**config.mk**
```make
export PLATFORM = sky130hd
export DESIGN_NAME = display_mux
export DESIGN_NICKNAME = d
export VERILOG_FILES = /design/src/rtl/display_pkg.sv /design/src/rtl/decod_hex7.sv /design/src/rtl/display_mux.sv
export SDC_FILE = /design/constraint.sdc
export NUM_CORES = 1
export LEC_CHECK = 0
export ABC_CLOCK_PERIOD_IN_PS = 5900
export CAP_MARGIN = 25
export CORE_UTILIZATION = 55
export CTS_CLUSTER_SIZE = 28
export DETAILED_ROUTE_END_ITERATION = 12
export PLACE_DENSITY = 0.9
export SLEW_MARGIN = 0
export SYNTH_ARGS = -nofsm -noshare
export SYNTH_HDL_FRONTEND = slang
export SYNTH_SLANG_ARGS = --single-unit
```
**constraint.sdc**
```tcl
create_clock -name Clock -period 5.9 [get_ports Clock]
set_input_delay 1.18 -clock Clock [delete_from_list [all_inputs] [get_ports Clock]]
set_output_delay 1.18 -clock Clock [all_outputs]
set_load 0.01 [all_outputs]
```
**src/rtl/display_pkg.sv**
```systemverilog
// Segment constants shared by every 7-segment display block.
// Encodings are active-low {g,f,e,d,c,b,a}.
package display_pkg;

  localparam logic [6:0] SEG_MINUS = 7'h3F;
  localparam logic [6:0] SEG_BLANK = 7'h7F;

  // Packed array, so the leftmost literal is index 15 (digit F)
  localparam logic [15:0][6:0] SEG_DIG = {
    7'h0E, 7'h06, 7'h21, 7'h46, 7'h03, 7'h08, 7'h18, 7'h00,
    7'h78, 7'h02, 7'h12, 7'h19, 7'h30, 7'h24, 7'h79, 7'h40
  };

  function automatic logic [6:0] hex7(input logic [3:0] nib);
    return SEG_DIG[nib];
  endfunction

endpackage

```
**src/rtl/decod_hex7.sv**
```systemverilog
// Combinational hex nibble to active-low 7-segment decoder.
module decod_hex7
  import display_pkg::*;
(
  input  logic [3:0] i_nib,
  output logic [6:0] o_seg
);

  assign o_seg = hex7(i_nib);

endmodule

```
**src/rtl/display_mux.sv**
```systemverilog
// Time-multiplexed signed hex display driver with frame-synchronous load
// commit, leading-zero blanking and one dead-time clock per digit slot.
module display_mux
  import display_pkg::*;
#(
  parameter int DIGITOS       = 4,
  parameter int DIV_VARREDURA = 50000,
  parameter int SUPRIME_ZEROS = 1
) (
  input  logic                       Clock,
  input  logic                       Reset,
  input  logic                       Carregar,
  input  logic [4*(DIGITOS-1)-1:0]   Valor,
  input  logic                       Negativo,
  output logic [6:0]                 Hex,
  output logic [DIGITOS-1:0]         Anodo,
  output logic                       Pronto
);

  localparam int MAG = DIGITOS - 1;
  localparam int VW  = 4 * MAG;
  localparam int IW  = $clog2(DIGITOS);
  localparam int CW  = $clog2(DIV_VARREDURA);
  localparam logic [CW-1:0] CNT_LAST = CW'(DIV_VARREDURA - 1);
  localparam logic [IW-1:0] IDX_LAST = IW'(DIGITOS - 1);

  logic [CW-1:0]      r_cnt;
  logic [IW-1:0]      r_idx;
  logic [VW-1:0]      r_pval;
  logic               r_pneg;
  logic               r_pend;
  logic [VW-1:0]      r_cval;
  logic               r_cneg;
  logic [6:0]         r_hex;
  logic [DIGITOS-1:0] r_an;

  logic               w_tick;
  logic               w_wrap;
  logic               w_commit;
  logic [IW-1:0]      w_idx_nxt;
  logic [VW-1:0]      w_cval_nxt;
  logic               w_cneg_nxt;
  logic [MAG-1:0]     w_blk;
  logic               w_zero;
  logic [3:0]         w_nib;
  logic               w_blank_sel;
  logic [6:0]         w_dec;
  logic [6:0]         w_hex_nxt;

  assign w_tick    = (r_cnt == CNT_LAST);
  assign w_wrap    = w_tick && (r_idx == IDX_LAST);
  assign w_commit  = w_wrap && r_pend;
  assign w_idx_nxt = !w_tick ? r_idx :
                     (r_idx == IDX_LAST) ? '0 : r_idx + 1'b1;

  // Segments are built from the value that will be committed at this edge,
  // so the first digit of a new frame already shows the new value.
  assign w_cval_nxt = w_commit ? r_pval : r_cval;
  assign w_cneg_nxt = w_commit ? r_pneg : r_cneg;

  always_comb begin
    w_zero      = 1'b1;
    w_blk       = '0;
    w_nib       = '0;
    w_blank_sel = 1'b0;
    for (int p = MAG - 1; p >= 0; p--) begin
      w_zero   = w_zero && (w_cval_nxt[4*p +: 4] == 4'h0);
      w_blk[p] = (SUPRIME_ZEROS == 1) && w_zero && (p != 0);
    end
    for (int p = 0; p < MAG; p++) begin
      if (w_idx_nxt == IW'(p)) begin
        w_nib       = w_cval_nxt[4*p +: 4];
        w_blank_sel = w_blk[p];
      end
    end
  end

  decod_hex7 u_dec (
    .i_nib (w_nib),
    .o_seg (w_dec)
  );

  assign w_hex_nxt = (w_idx_nxt == IDX_LAST) ? (w_cneg_nxt ? SEG_MINUS : SEG_BLANK) :
                     w_blank_sel ? SEG_BLANK : w_dec;

  always_ff @(posedge Clock) begin
    if (Reset) begin
      r_cnt  <= '0;
      r_idx  <= '0;
      r_pval <= '0;
      r_pneg <= 1'b0;
      r_pend <= 1'b0;
      r_cval <= '0;
      r_cneg <= 1'b0;
      r_hex  <= SEG_BLANK;
      r_an   <= '1;
    end else begin
      r_cnt  <= w_tick ? '0 : r_cnt + 1'b1;
      r_idx  <= w_idx_nxt;
      r_cval <= w_cval_nxt;
      r_cneg <= w_cneg_nxt;
      if (Carregar) begin
        r_pval <= Valor;
        r_pneg <= Negativo;
        r_pend <= 1'b1;
      end else if (w_commit) begin
        r_pend <= 1'b0;
      end
      r_hex <= w_hex_nxt;
      // Dead time: all digits off for the clock after each tick
      r_an  <= w_tick ? '1 : ~(DIGITOS'(1) << r_idx);
    end
  end

  assign Hex    = r_hex;
  assign Anodo  = r_an;
  assign Pronto = ~r_pend;

endmodule

```
**Word level (Yosys, flattened, before mapping)**

Memories as Yosys holds them, arrays and structs flattened.
Index checks and enable logic that the tools add are counted.

- Memory bits (read-only): 112
- Output and inout bits: 12
- Register bits: 56
- Memories kept: 1
- Word-level logic and storage cells: 44

Memories:

| memory | depth | width | rd ports | clocked after memory_dff | write ports | line | text |
|---|---|---|---|---|---|---|---|
| (name not given) | 16 | 7 | 1 | 0 | 0 | display_pkg.sv:15 | `return SEG_DIG[nib];` |

- Reductions and logical operators: 8
- Equal/unequal tests: 5
- Bitwise gates (word level): 2
- Add/subtract/negate cells: 2
- Shift-type cells: 1
- Order comparisons: 1
- Multiplexer cells: 15

Operators with widths:

| operator | number |
|---|---|
| $mux W7 | 4 |
| $add A16 B1 Y16 const B | 1 |
| $eq A16 B16 Y1 const B | 1 |
| $mux W12 | 1 |
| $mux W4 | 3 |
| $logic_not A4 Y1 | 2 |
| $eq A2 B2 Y1 const B | 3 |
| $lt A4 B5 Y1 const B | 1 |
| $mux W1 | 5 |
| $mux W2 | 2 |
| $not A4 Y4 | 1 |
| $shl A1 B2 Y4 const A | 1 |
| $logic_and A1 B1 Y1 | 3 |
| $add A2 B1 Y2 const B | 1 |
| $eq A2 B1 Y1 const B | 1 |
| $logic_not A2 Y1 | 1 |
| $reduce_bool A2 Y1 | 1 |
| $reduce_or A2 Y1 | 1 |
| $not A1 Y1 | 1 |

**Logic depth before layout (Yosys ltp)**

- Depth after elaboration: 11
- Depth in mapped cells: 15
- Mapped depth without buffers: 12

**Hierarchy**

Synthesis repeated with hierarchy kept, for this count alone.

- Cell total of the unflattened synthesis: 275
- Area total of the unflattened synthesis: 2,632.5 um2

Modules (own cells, without submodules):

| module | seq. area each (um2) | area each (um2) | cells an instance | instances |
|---|---|---|---|---|
| display_mux | 1,121.1 | 2,364.8 | 240 | 1 |
| decod_hex7 | 0.0 | 267.8 | 35 | 1 |

**Least setup slack after synthesis**

OpenSTA, ideal clock, no wires.

- Path kind: register to register
- Start point: register r_cnt[0]
- End point: register r_hex[3] (netlist: Hex[3])
- Data arrival time: 2.777 ns
- Required time: 5.749 ns
- Cell stages (with the launch flop): 16
- Setup slack: 2.971 ns
- Path through: dfxtp_1 -> ha_1 -> and3_1 -> buf_2 -> and4_1 -> buf_6 -> buf_8 -> a211oi_1 -> a211oi_1 -> o31ai_2 -> inv_1 -> ha_1 -> inv_1 -> nand4_1 -> a211oi_1 -> a221oi_1

- Longest elaborated chain between the ends: 11
- Elaborated cells between the ends (all ways): 21
- Those cells by class: eq/ne (4); mux (10); reduce/logical (6); memory (1)

Ends and longest elaborated chain:

| element | line | text |
|---|---|---|
| start: declaration | display_mux.sv:27 | `logic [CW-1:0] r_cnt;` |
| start signal: assignment | display_mux.sv:98 | `r_cnt <= w_tick ? '0 : r_cnt + 1'b1;` |
| $eq A16 B16 Y1 * | display_mux.sv:50 | `assign w_tick = (r_cnt == CNT_LAST);` |
| $logic_and A1 B1 Y1 | display_mux.sv:51 | `assign w_wrap = w_tick && (r_idx == IDX_LAST);` |
| $logic_and A1 B1 Y1 | display_mux.sv:52 | `assign w_commit = w_wrap && r_pend;` |
| $mux W12 | display_mux.sv:58 | `assign w_cval_nxt = w_commit ? r_pval : r_cval;` |
| $mux W4 (3 in a row) | display_mux.sv:71 | `if (w_idx_nxt == IW'(p)) begin` |
| $mem_v2 Z16 W7 | - |  |
| $mux W7 (not written as such) | display_pkg.sv:15 |  |
| $mux W7 | display_mux.sv:84 | `w_blank_sel ? SEG_BLANK : w_dec;` |
| $mux W7 * | display_mux.sv:83 | `assign w_hex_nxt = (w_idx_nxt == IDX_LAST) ? (w_cneg_nxt ? SEG_MINUS : SEG_BLANK) :` |
| end signal: assignment | display_mux.sv:109 | `r_hex <= w_hex_nxt;` |
| end: declaration | display_mux.sv:34 | `logic [6:0] r_hex;` |

Mark *: on every way between the ends. The rest lies on a longest branch, timed or not. The select of a mux whose other input is x is not followed.
A chain may end at the register's enable or synchronous reset.

**Worst setup path in the final report**

Ends and elaborated chain as after synthesis.

==> report_table.html <==
<table>
<tr><th>Metric</th><th>Value</th></tr>
<tr><th colspan="2">Run status</th></tr>
<tr><td>Run status</td><td>finished, final reports clean</td></tr>
<tr><th colspan="2">Placed design</th></tr>
<tr><td>Count of buffers from port buffering</td><td>27</td></tr>
<tr><td>Cell area after placement</td><td>a little under 3000 µm²</td></tr>
<tr><td>Setup WS pre-CTS</td><td>between 2000 and 2500 ps</td></tr>
<tr><td>Gp weighted congestion</td><td>between 0.9 and 1</td></tr>
<tr><td>HPWL after detailed placement</td><td>3830 µm</td></tr>
<tr><th colspan="2">Global routing</th></tr>
<tr><td>Routing usage on met2</td><td>0.358</td></tr>
<tr><td>Initial antenna violation count</td><td>0</td></tr>
<tr><td>Overflow left after global routing</td><td>0</td></tr>
<tr><td>GR Util All Layers</td><td>0.224</td></tr>
<tr><td>Maximum number of pins on one net before global-route repair</td><td>36</td></tr>
<tr><td>Global routing's busiest layer</td><td>met2</td></tr>
<tr><td>Vias in the first global route</td><td>between 1500 and 2000</td></tr>
<tr><td>Global routing met1 resource utilization</td><td>0.291</td></tr>
<tr><td>Global-route wire length before repair</td><td>approximately 8900 µm</td></tr>
<tr><td>Routing usage on met3</td><td>0.0470</td></tr>
<tr><th colspan="2">Timing</th></tr>
<tr><td>Setup repair after global routing missed its margin</td><td>false</td></tr>
<tr><td>Least-Margin Pin Slew</td><td>766 ps</td></tr>
<tr><td>Slew headroom</td><td>0.487</td></tr>
<tr><td>Setup TNS</td><td>0 ps</td></tr>
<tr><td>Final setup violation count</td><td>0</td></tr>
<tr><td>Final Critical Period</td><td>approximately 3600 ps</td></tr>
<tr><td>Ratio of final minimum period to clock period</td><td>0.617</td></tr>
<tr><td>Worst Slack Setup Final</td><td>~2300 ps</td></tr>
<tr><td>Slew Viols, Final</td><td>0</td></tr>
<tr><td>Worst clock skew on the final layout</td><td>between 8 and 9 ps</td></tr>
<tr><td>Number of hold violations in the final report</td><td>0</td></tr>
<tr><td>Maximum operating frequency</td><td>roughly 270 MHz</td></tr>
<tr><th colspan="2">Setup path</th></tr>
<tr><td>Launch point of the critical path</td><td>r_cnt[0]</td></tr>
<tr><td>Element type at the critical path start</td><td>flop</td></tr>
<tr><td>Required time worst endpoint</td><td>a little over 6000 ps</td></tr>
<tr><td>Setup CP Type</td><td>reg2reg</td></tr>
<tr><td>Worst endpoint data arrival time</td><td>3790 ps</td></tr>
<tr><td>Worst setup slack for register-to-register paths</td><td>about 2300 ps</td></tr>
<tr><td>Number of cells on the worst reg-to-reg path</td><td>12</td></tr>
<tr><td>Top fanout value on the critical path</td><td>16</td></tr>
<tr><td>Critical register-to-register path endpoint</td><td>Hex[3]</td></tr>
<tr><td>Endpoint kind of the worst setup timing path</td><td>flop</td></tr>
<tr><td>Critical path capture point</td><td>Hex[3]</td></tr>
<tr><td>Startpoint of the lowest-slack register-to-register path</td><td>r_cnt[0]</td></tr>
<tr><th colspan="2">Final layout</th></tr>
<tr><td>Net count reported at finish</td><td>between 300 and 400</td></tr>
<tr><td>Post-layout instance area</td><td>2990 µm²</td></tr>
<tr><td>Layout filler cell count</td><td>357</td></tr>
<tr><td>Area Overhead vs Synth</td><td>13.8%</td></tr>
<tr><td>Antenna cell count</td><td>0</td></tr>
<tr><td>Fraction of layout cells with a size suffix above 1</td><td>0.0664</td></tr>
<tr><td>Finished Core Util</td><td>0.668</td></tr>
<tr><th colspan="2">Clock network</th></tr>
<tr><td>CTS tree</td><td>yes</td></tr>
<tr><td>Reg clk slew, reported paths</td><td>roughly 100 ps</td></tr>
<tr><td>Clock sink total</td><td>56</td></tr>
<tr><td>Cts repair resizes</td><td>0</td></tr>
<tr><td>Post-CTS Hold Buffers</td><td>0</td></tr>
<tr><td>Number of H-tree branching levels</td><td>2</td></tr>
<tr><td>Buffer depth of the longest clock path</td><td>2</td></tr>
<tr><td>Clock network latency to the later pin of the worst-skew pair</td><td>around 310 ps</td></tr>
<tr><td>Buffer type at the clock tree root</td><td>sky130_fd_sc_hd__clkbuf_8</td></tr>
<tr><td>Cts bufs inserted</td><td>5</td></tr>
<tr><td>Post-CTS Setup Bufs</td><td>0</td></tr>
<tr><th colspan="2">Floorplan</th></tr>
<tr><td>Initial core utilization</td><td>0.587</td></tr>
<tr><td>Width of the die</td><td>between 70 and 80 µm</td></tr>
<tr><td>Die Span Y</td><td>roughly 70 µm</td></tr>
<tr><td>Area of the core</td><td>between 4000 and 5000 µm²</td></tr>
<tr><td>Total die area</td><td>approximately 5100 µm²</td></tr>
<tr><td>Placement Rows</td><td>24</td></tr>
<tr><td>I/O pin total</td><td>28</td></tr>
<tr><th colspan="2">Synthesis</th></tr>
<tr><td>Number of synthesized register bits</td><td>56</td></tr>
<tr><td>Seq/Total Area, Yosys</td><td>0.427</td></tr>
<tr><td>Post-synth top area cell</td><td>sky130_fd_sc_hd__dfxtp_1</td></tr>
<tr><td>Area share of fa/ha/maj cells after synthesis</td><td>0.0429</td></tr>
<tr><td>Synth Area in XOR/XNOR</td><td>0.0467</td></tr>
<tr><td>Number of enable flip-flop cells after synthesis</td><td>0</td></tr>
<tr><td>Most frequently used flop master after synthesis</td><td>sky130_fd_sc_hd__dfxtp_1</td></tr>
<tr><td>Yosys top cell area share</td><td>0.427</td></tr>
<tr><td>Largest family of logic cells by synthesized area</td><td>simple AND/OR/NAND/NOR gates</td></tr>
<tr><td>Mean cell area of the mapped netlist</td><td>9.38 µm²</td></tr>
<tr><td>Async set or reset register ratio after synthesis</td><td>0</td></tr>
<tr><td>Net count of the mapped netlist</td><td>305</td></tr>
<tr><td>Synth area leaders</td><td>sky130_fd_sc_hd__dfxtp_1, sky130_fd_sc_hd__mux2i_1, sky130_fd_sc_hd__nor2_1</td></tr>
<tr><td>Synth Area in Simple Gates</td><td>0.208</td></tr>
<tr><td>Post-synthesis mux area share</td><td>0.0981</td></tr>
<tr><td>Post-synth cell types</td><td>48</td></tr>
<tr><td>Most used standard cell by instance count after synthesis</td><td>sky130_fd_sc_hd__dfxtp_1</td></tr>
<tr><td>Cells after synthesis</td><td>280</td></tr>
<tr><td>Top cells by instance count after synthesis</td><td>sky130_fd_sc_hd__dfxtp_1, sky130_fd_sc_hd__nor2_1, sky130_fd_sc_hd__mux2i_1</td></tr>
<tr><td>Number of warning messages in the yosys log</td><td>0</td></tr>
<tr><td>Synth Area in Compound Gates</td><td>0.133</td></tr>
<tr><td>Area of the mapped netlist</td><td>2630 µm²</td></tr>
<tr><th colspan="2">Worst hold path</th></tr>
<tr><td>Path type of the worst min-delay path</td><td>reg2reg</td></tr>
<tr><th colspan="2">Routing</th></tr>
<tr><td>1st-iter DRT viols</td><td>118</td></tr>
<tr><td>DRC viols</td><td>0</td></tr>
<tr><td>Detailed-routing iteration count for the pre-antenna-repair pass</td><td>4</td></tr>
<tr><td>Average detailed-routed wire length per instance</td><td>~15 µm</td></tr>
<tr><td>Routed vias</td><td>2067</td></tr>
<tr><td>Detailed Route WL</td><td>roughly 5200 µm</td></tr>
<tr><td>Final antenna-violating net count</td><td>0</td></tr>
<tr><td>Via density per instance</td><td>5.86</td></tr>
<tr><th colspan="2">Run</th></tr>
<tr><td>Number of max-cap violations</td><td>0</td></tr>
<tr><th colspan="2">Power</th></tr>
<tr><td>Pwr Density</td><td>roughly 230 nW/µm²</td></tr>
<tr><td>Pwr Total</td><td>slightly below 0.0007 W</td></tr>
<tr><td>Worst vdd rail ir drop</td><td>about 0.14 mV</td></tr>
<tr><td>Leakage component of the power</td><td>1.16 nW</td></tr>
</table>
layer usage:
layer	vias to the layer above	part of all wire
met5	-	0
met4	0	0.018
met3	11	0.046
met2	50	0.48
met1	970	0.46
li1	1036	-
critical path, cell delays in order, from the launching register on:
cell and delay [ps]:
sky130_fd_sc_hd__dfxtp_1 360, sky130_fd_sc_hd__ha_1 180, sky130_fd_sc_hd__and3_1 310, sky130_fd_sc_hd__and4_1 680, sky130_fd_sc_hd__a21o_1 320, sky130_fd_sc_hd__a211oi_1 120, sky130_fd_sc_hd__o31ai_2 460, sky130_fd_sc_hd__inv_1 140
sky130_fd_sc_hd__ha_1 330, sky130_fd_sc_hd__inv_1 100, sky130_fd_sc_hd__nand4_1 120, sky130_fd_sc_hd__a211oi_1 270, sky130_fd_sc_hd__a221oi_1 80
power breakdown:
part           switching, W  total [W]  internal [W]
Sequential       0.00000599   0.000394      0.000388
Clock              0.000121   0.000247      0.000126
Combinational     0.0000190  0.0000430     0.0000240
Total              0.000146   0.000684      0.000538
state kept, by name (all words and copies together) (netlist names):
name and cells:
r_pneg 1, Hex 7, r_idx 2, r_cnt 16
r_pend 1, r_cval 12, r_cneg 1, Anodo 4
r_pval 12
cell type report:
| type | instances | area [µm²] | share of cell area |
|---|---|---|---|
| Inverter | 7 | 26.3 | 0.00879 |
| Tap cell | 52 | 65.1 | 0.0218 |
| Multi-Input combinational cell | 202 | 1390 | 0.465 |
| Sequential cell | 56 | 1120 | 0.375 |
| Timing Repair Buffer | 28 | 278 | 0.0930 |
| Clock buffer | 6 | 72.6 | 0.0243 |
| Clock inverter | 2 | 35.0 | 0.0117 |
metrics by stage:
stage	hold WS, ps	std cells
2_1_floorplan	413	280
3_3_place_gp	422	345
3_5_place_dp	435	345
4_1_cts	449	353
5_1_grt	487	353
6_report	453	353
worst min path at each step:
stage	slack, ps	cells after the start	startpoint	endpoint
2_1_floorplan	410	1	r_cnt[0]	r_cnt[0]
3_3_place_gp	420	1	r_cnt[0]	r_cnt[0]
3_5_place_dp	430	1	r_cnt[0]	r_cnt[0]
4_1_cts	450	1	r_cnt[0]	r_cnt[0]
5_1_grt	490	1	r_cnt[0]	r_cnt[0]
6_report	450	1	r_cnt[0]	r_cnt[0]
kinds of logic (layout without fill, tap and decap cells):
logic type	after synthesis	count (layout)
adder cells (fa/ha/maj)	9	9
AND/OR/NAND/NOR	106	106
flip-flops	56	56
AO/OA/AOI/OAI	49	49
buffers and inverters	22	43
multiplexers	24	24
XOR/XNOR	14	14
placed cells by master, fill, tap and decap left out, types with 3 or more instances in the layout:
cell type / netlist / final
sky130_fd_sc_hd__a211o_1: 8 / 8
sky130_fd_sc_hd__clkdlybuf4s50_1: 0 / 27
sky130_fd_sc_hd__nor2_1: 46 / 46
sky130_fd_sc_hd__nand2_1: 13 / 13
sky130_fd_sc_hd__xor2_1: 8 / 8
sky130_fd_sc_hd__o21ai_0: 10 / 10
sky130_fd_sc_hd__ha_1: 9 / 9
sky130_fd_sc_hd__nand4_1: 4 / 4
sky130_fd_sc_hd__dfxtp_1: 56 / 56
sky130_fd_sc_hd__a211oi_1: 5 / 5
sky130_fd_sc_hd__a21oi_1: 12 / 12
sky130_fd_sc_hd__clkbuf_8: 0 / 5
sky130_fd_sc_hd__nand3_1: 18 / 18
sky130_fd_sc_hd__mux2i_1: 22 / 22
sky130_fd_sc_hd__inv_1: 7 / 7
sky130_fd_sc_hd__and3_1: 6 / 6
sky130_fd_sc_hd__o221ai_1: 3 / 3
sky130_fd_sc_hd__xnor2_1: 6 / 6
Power figures use the tool's default switching activity.
